File: config.mk
export PLATFORM = sky130hd
export DESIGN_NAME = memory_arbiter
export DESIGN_NICKNAME = d
export VERILOG_FILES = /design/src/rtl/memory_arbiter.sv
export SDC_FILE = /design/constraint.sdc
export NUM_CORES = 1
export LEC_CHECK = 0
export ABC_AREA = 1
export CORE_AREA = 10 10 634 636
export CTS_BUF_LIST = sky130_fd_sc_hd__clkbuf_4 sky130_fd_sc_hd__clkbuf_8
export DETAILED_ROUTE_END_ITERATION = 7
export DIE_AREA = 0 0 644 646
export PLACE_DENSITY = 0.3
export SLEW_MARGIN = 10
export SYNTH_ARGS = -nofsm -noshare
export SYNTH_HDL_FRONTEND = slang
export SYNTH_SLANG_ARGS = --single-unit
File: constraint.sdc
create_clock -name clock_i -period 12.2 [get_ports clock_i]
set_input_delay 2.44 -clock clock_i [delete_from_list [all_inputs] [get_ports clock_i]]
set_output_delay 2.44 -clock clock_i [all_outputs]
set_load 0.01 [all_outputs]
File: src/rtl/memory_arbiter.sv
// Two-master arbiter and sequencer for a shared 10-cycle line memory.
// Define ARB_FIXED_PRIORITY_EN for fixed priority (master 0 wins ties); default is round-robin.
module memory_arbiter #(
  parameter int unsigned ADDR_W = 32,
  parameter int unsigned LINE_W = 256
) (
  input  logic              clock_i,
  input  logic              flush_i,

  input  logic              m0_req_i,
  input  logic              m0_write_i,
  input  logic [ADDR_W-1:0] m0_addr_i,
  input  logic [LINE_W-1:0] m0_data_i,
  output logic              m0_ack_o,
  output logic [LINE_W-1:0] m0_data_o,

  input  logic              m1_req_i,
  input  logic              m1_write_i,
  input  logic [ADDR_W-1:0] m1_addr_i,
  input  logic [LINE_W-1:0] m1_data_i,
  output logic              m1_ack_o,
  output logic [LINE_W-1:0] m1_data_o,

  output logic              mem_enable_o,
  output logic              mem_write_o,
  output logic [ADDR_W-1:0] mem_addr_o,
  output logic [LINE_W-1:0] mem_data_o,
  input  logic              mem_ack_i,
  input  logic [LINE_W-1:0] mem_data_i,

  output logic [1:0]        grant_o
);

  typedef enum logic [1:0] {
    StIdle,
    StIssue,
    StWait,
    StDone
  } state_e;

  state_e            state_q, state_d;
  logic [1:0]        grant_q, grant_d;
  logic              mem_write_q, mem_write_d;
  logic [ADDR_W-1:0] mem_addr_q, mem_addr_d;
  logic [LINE_W-1:0] mem_data_q, mem_data_d;

  logic any_req;
  logic win1;  // master 1 is the winner of the current IDLE decision

  assign any_req = m0_req_i | m1_req_i;

`ifdef ARB_FIXED_PRIORITY_EN
  always_comb begin
    win1 = m1_req_i & ~m0_req_i;
  end
`else
  logic last_q, last_d;

  // On a tie the master that did not win last time is served.
  always_comb begin
    if (m0_req_i && m1_req_i) begin
      win1 = ~last_q;
    end else begin
      win1 = m1_req_i;
    end
  end

  always_comb begin
    last_d = last_q;
    if (state_q == StIdle && any_req) begin
      last_d = win1;
    end
  end

  always_ff @(posedge clock_i or posedge flush_i) begin
    if (flush_i) begin
      last_q <= 1'b1;
    end else begin
      last_q <= last_d;
    end
  end
`endif

  always_comb begin
    state_d     = state_q;
    grant_d     = grant_q;
    mem_write_d = mem_write_q;
    mem_addr_d  = mem_addr_q;
    mem_data_d  = mem_data_q;
    case (state_q)
      StIdle: begin
        if (any_req) begin
          state_d = StIssue;
          // Command is captured once here and held for the whole access.
          if (win1) begin
            grant_d     = 2'b10;
            mem_write_d = m1_write_i;
            mem_addr_d  = m1_addr_i;
            mem_data_d  = m1_data_i;
          end else begin
            grant_d     = 2'b01;
            mem_write_d = m0_write_i;
            mem_addr_d  = m0_addr_i;
            mem_data_d  = m0_data_i;
          end
        end
      end
      StIssue: begin
        state_d = StWait;
      end
      StWait: begin
        if (mem_ack_i) begin
          state_d = StDone;
        end
      end
      StDone: begin
        state_d = StIdle;
        grant_d = 2'b00;
      end
      default: begin
        state_d = StIdle;
        grant_d = 2'b00;
      end
    endcase
  end

  always_ff @(posedge clock_i or posedge flush_i) begin
    if (flush_i) begin
      state_q     <= StIdle;
      grant_q     <= 2'b00;
      mem_write_q <= 1'b0;
      mem_addr_q  <= '0;
      mem_data_q  <= '0;
    end else begin
      state_q     <= state_d;
      grant_q     <= grant_d;
      mem_write_q <= mem_write_d;
      mem_addr_q  <= mem_addr_d;
      mem_data_q  <= mem_data_d;
    end
  end

  logic done;
  assign done = (state_q == StDone);

  assign mem_enable_o = (state_q == StIssue);
  assign mem_write_o  = mem_write_q;
  assign mem_addr_o   = mem_addr_q;
  assign mem_data_o   = mem_data_q;
  assign grant_o      = grant_q;

  assign m0_ack_o = done & grant_q[0];
  assign m1_ack_o = done & grant_q[1];

  // Read line is forwarded only during a read ack; writes return zero.
  assign m0_data_o = (m0_ack_o && !mem_write_q) ? mem_data_i : '0;
  assign m1_data_o = (m1_ack_o && !mem_write_q) ? mem_data_i : '0;

endmodule

; After elaboration in Yosys (flattened, before gate mapping)
; Cells that the tools add are included.
[totals]
register_bits = 294
input_bits = 839
output_inout_bits = 806
wordCells = 37
[op_classes]
eq_ne = 5
n_mux = 12
bitwise = 4
reduce_logical = 10
[ops]
columns = cell, count
row1 = $mux 256, 3
row2 = $mux 32, 1
row3 = $mux 2, 4
row4 = $pmux 2 s4, 1
row5 = $reduce_and 2->1, 3
row6 = $eq 2x2->1 const B, 2
row7 = $logic_and 1x1->1, 4
row8 = $ne 2x2->1 const B, 2
row9 = $pmux 2 s2, 1
row10 = $and 1x1->1, 2
row11 = $eq 2x1->1 const B, 1
row12 = $logic_not 2->1, 1
row13 = $mux 1, 2
row14 = $reduce_bool 2->1, 1
row15 = $logic_not 1->1, 1
row16 = $not 1->1, 1
row17 = $or 1x1->1, 1

; Depth between registers and ports, before layout
[depth]
depth_word = 5
ltp_mapped = 9
ltp_nobuf = 6

; Worst setup path after synthesis
; Ideal clock, no wire load.
[synth_timing]
path_kind = input-to-output
from = input port mem_data_i[0]
to = output port m0_data_o[0]
t_arrival_ps = 2643
path_slack_ps = 7117
path_stages = 2
n_path_buf = 0
cell_sequence = inv_1 nor2_1
[synth_via]
elab_chain_cells = 1
[synth_lines]
columns = item, line_no
row1 = from (decl), 29  ; input logic [LINE_W-1:0] mem_data_i,
row2 = $mux 256, 156  ; assign m0_data_o = (m0_ack_o && !mem_write_q) ? mem_data_i : '0;
row3 = to (decl), 15  ; output logic [LINE_W-1:0] m0_data_o,
; No other way between the ends.

; Worst setup path after layout
[layout_timing]
from = input port mem_data_i[161]
to = output port m1_data_o[161]
[layout_via]
elab_chain_cells = 1
[layout_lines]
columns = item, line_no
row1 = $mux 256, 157  ; assign m1_data_o = (m1_ack_o && !mem_write_q) ? mem_data_i : '0;
row2 = to (decl), 22  ; output logic [LINE_W-1:0] m1_data_o,
; No other way between the ends.

==> results.txt <==
post-synthesis xor/xnor area fraction = 0
largest family of logic cells by synthesized area = simple AND/OR/NAND/NOR gates
Final period util = 0.568
cells after synthesis = 3343
CTS resizes = 0
R2R depth = 6
Max-cap violations = 0
leak pwr = 0.0201 µW
fin crit period = 6930 ps
H-tree depth = 3
Fin. Hold Viols = 0
grt total ovfl = 0
setup bufs post-CTS = 0
Slew HR = 0.309
Critical Path Source = mem_data_i[161]
measured slew at the worst slew-check pin = 1030 ps
Initial Util = 0.0511
GPL Wtd Cong = 1.05
DIE WIDTH = 644 µm
r2r endpoint = mem_addr_o[25]
post-synthesis mux area share = 0
status = complete, no violations
drt drc = 0
setup TNS = 0 ps
Post-DP Area = 42100 µm²
hold bufs inserted after CTS = 0
Hold WS = 476 ps
half-perimeter wire length after placement = 282 mm
top post-synthesis cells by area = dfrtp_1, nand2_1, inv_1
worst path required time = 9760 ps
CP Max Fanout = 2
Reg-to-Reg Start = last_q
die footprint = 416000 µm²
Setup violations, final = 0
R2R setup slack = 8670 ps
Initial DRC Count = 2097
final WL = 318 mm
largest net degree at the start of global routing = 128
DR WL/cell = 31.3 µm
setup ws final = 5270 ps
Final #Nets = 5716
YS warnings = 0
initial antenna violation count = 107
Final Slew Violations = 0
Synth top area share = 0.369
Die Ht = 646 µm
DR pass1 iterations = 6
CTS root buffer = clkbuf_8
clock-pin slew on the worst setup and hold paths = 60 ps
Max clock buf depth = 3
Synth Area in Compound Gates = 0.000694
pwr/cell area = 185 nW/µm²
Adder-Cell Fraction of Synth Area = 0.00252
register bit total from synthesis = 294
num rows = 229
Mapped Avg Cell Area = 5.94 µm²
Post-Synth Simple-Gate Area = 0.412
vias = 28100
number of global-route vias before repair = 28600
Synth area leader = dfrtp_1
share of cells above drive strength 1 = 0.0333
Critical Path End Type = primary output
CTS Buf Count = 71
arrival time at the worst endpoint = 4490 ps
Hold Startpoint = mem_data_o[13]
Tightest Hold Check Type = flop to flop
Synth Net Count = 4186
global-route wire length before repair = 383 mm
core area = 389000 µm²
f_max = 144 MHz
count of different cell masters after synthesis = 18
Sink Count = 294
CTS tree = built
Layout area overhead = 120%
Port Buf Inserts = 1644
maximum VDD drop = 0.113 mV
Via density = 2.77
post-route design area = 43700 µm²
skew final = 85.1 ps
GRT Util Overall = 0.145
register area share after synthesis = 0.371
Final Util = 0.112
Detail Route Antenna Nets = 0
RSZ-0062 raised after global routing = no
worst skew pair latency = 770 ps
Hold Path End = mem_data_o[13]
crit start category = input port
Mapped Area = 19800 µm²
crit path kind = input port to primary output
WHS Path Cells = 2
Top Ports = 1645
dpl ws = 4850 ps
## worst max-delay path by stage
stage                     end  slack, ps  cells past startpoint
6_report       m1_data_o[161]       5270                      4
5_1_grt        m1_data_o[161]       4870                      7
4_1_cts        m1_data_o[161]       4680                      7
3_5_place_dp   m1_data_o[161]       4850                      4
3_3_place_gp   m1_data_o[161]       4820                      4
2_1_floorplan      grant_o[0]       1640                      1
## logic make-up (layout without fill, tap and decap cells)
| family | Yosys count | count (layout) |
|---|---|---|
| buffers and inverters | 1060 | 2637 |
| other | 0 | 27 |
| AO/OA/AOI/OAI | 2 | 2 |
| adder cells (fa/ha/maj) | 4 | 4 |
| AND/OR/NAND/NOR | 1983 | 1983 |
| flip-flops | 294 | 294 |
## registers in the layout, summed over array words and instances, names as in the netlist
register     cells
state_q          2
grant_o          2
mem_write_o      1
mem_addr_o      32
last_q           1
mem_data_o     256
## critical path, cell delays in order
cell and delay, ps:
clkdlybuf4s50_1 500, inv_1 120, nor2_1 600, clkdlybuf4s50_1 810
## metal layers
metal,track usage,vias to the layer above,wire length [µm]
li1,-,12700,-
met1,0.144,13800,108000
met2,0.285,1235,175000
met3,0.0484,311,25400
met4,0.0387,40,9300
met5,0,-,256
## cell usage after synthesis
cell / instances
buf_1: 1
inv_1: 842
nand3_1: 583
nand2_1: 884
buf_4: 13
clkbuf_1: 41
nand4_1: 1
buf_2: 160
buf_6: 2
inv_2: 1
nor2_1: 513
nor2_2: 1
o21ai_0: 1
or2_2: 1
dfstp_2: 1
dfrtp_1: 293
ha_1: 4
o21ai_2: 1
## layout make-up
class	instances	area, µm²
flip-flops and latches	294	7360
well taps	5197	6500
repair buffers	1674	16800
multi-input cells	1989	8290
inverters	843	3170
clock buffers	106	1350
fillers	45500	345000
clock inverters	14	170
diodes	27	67.6
## where the power goes
part           switching [µW]  internal (µW)  leakage, µW  total [µW]
clock                     622            766     0.000802        1390
sequential                433           1480      0.00357        1910
combinational            3090           1690       0.0157        4780
## cells in the final DEF, fill, tap and decap left out, drive strengths merged
master	n
clkinv	7
ha	4
nand4	1
clkinvlp	1
clkdlybuf4s50	1641
o21ai	2
nand3	583
bufinv	3
diode	27
dfrtp	293
nand2	884
inv	846
or2	1
dfstp	1
buf	33
nor2	514
clkbuf	106
## stage by stage
stage / power [µW] / instances
3_3_place_gp: 7000 / 9997
5_1_grt: 8700 / 10100
6_report: 8070 / 10100
4_1_cts: 8500 / 10100
2_1_floorplan: 3290 / 3343
3_5_place_dp: 6980 / 9997
Note: power is estimated with default switching activity, not from simulation.
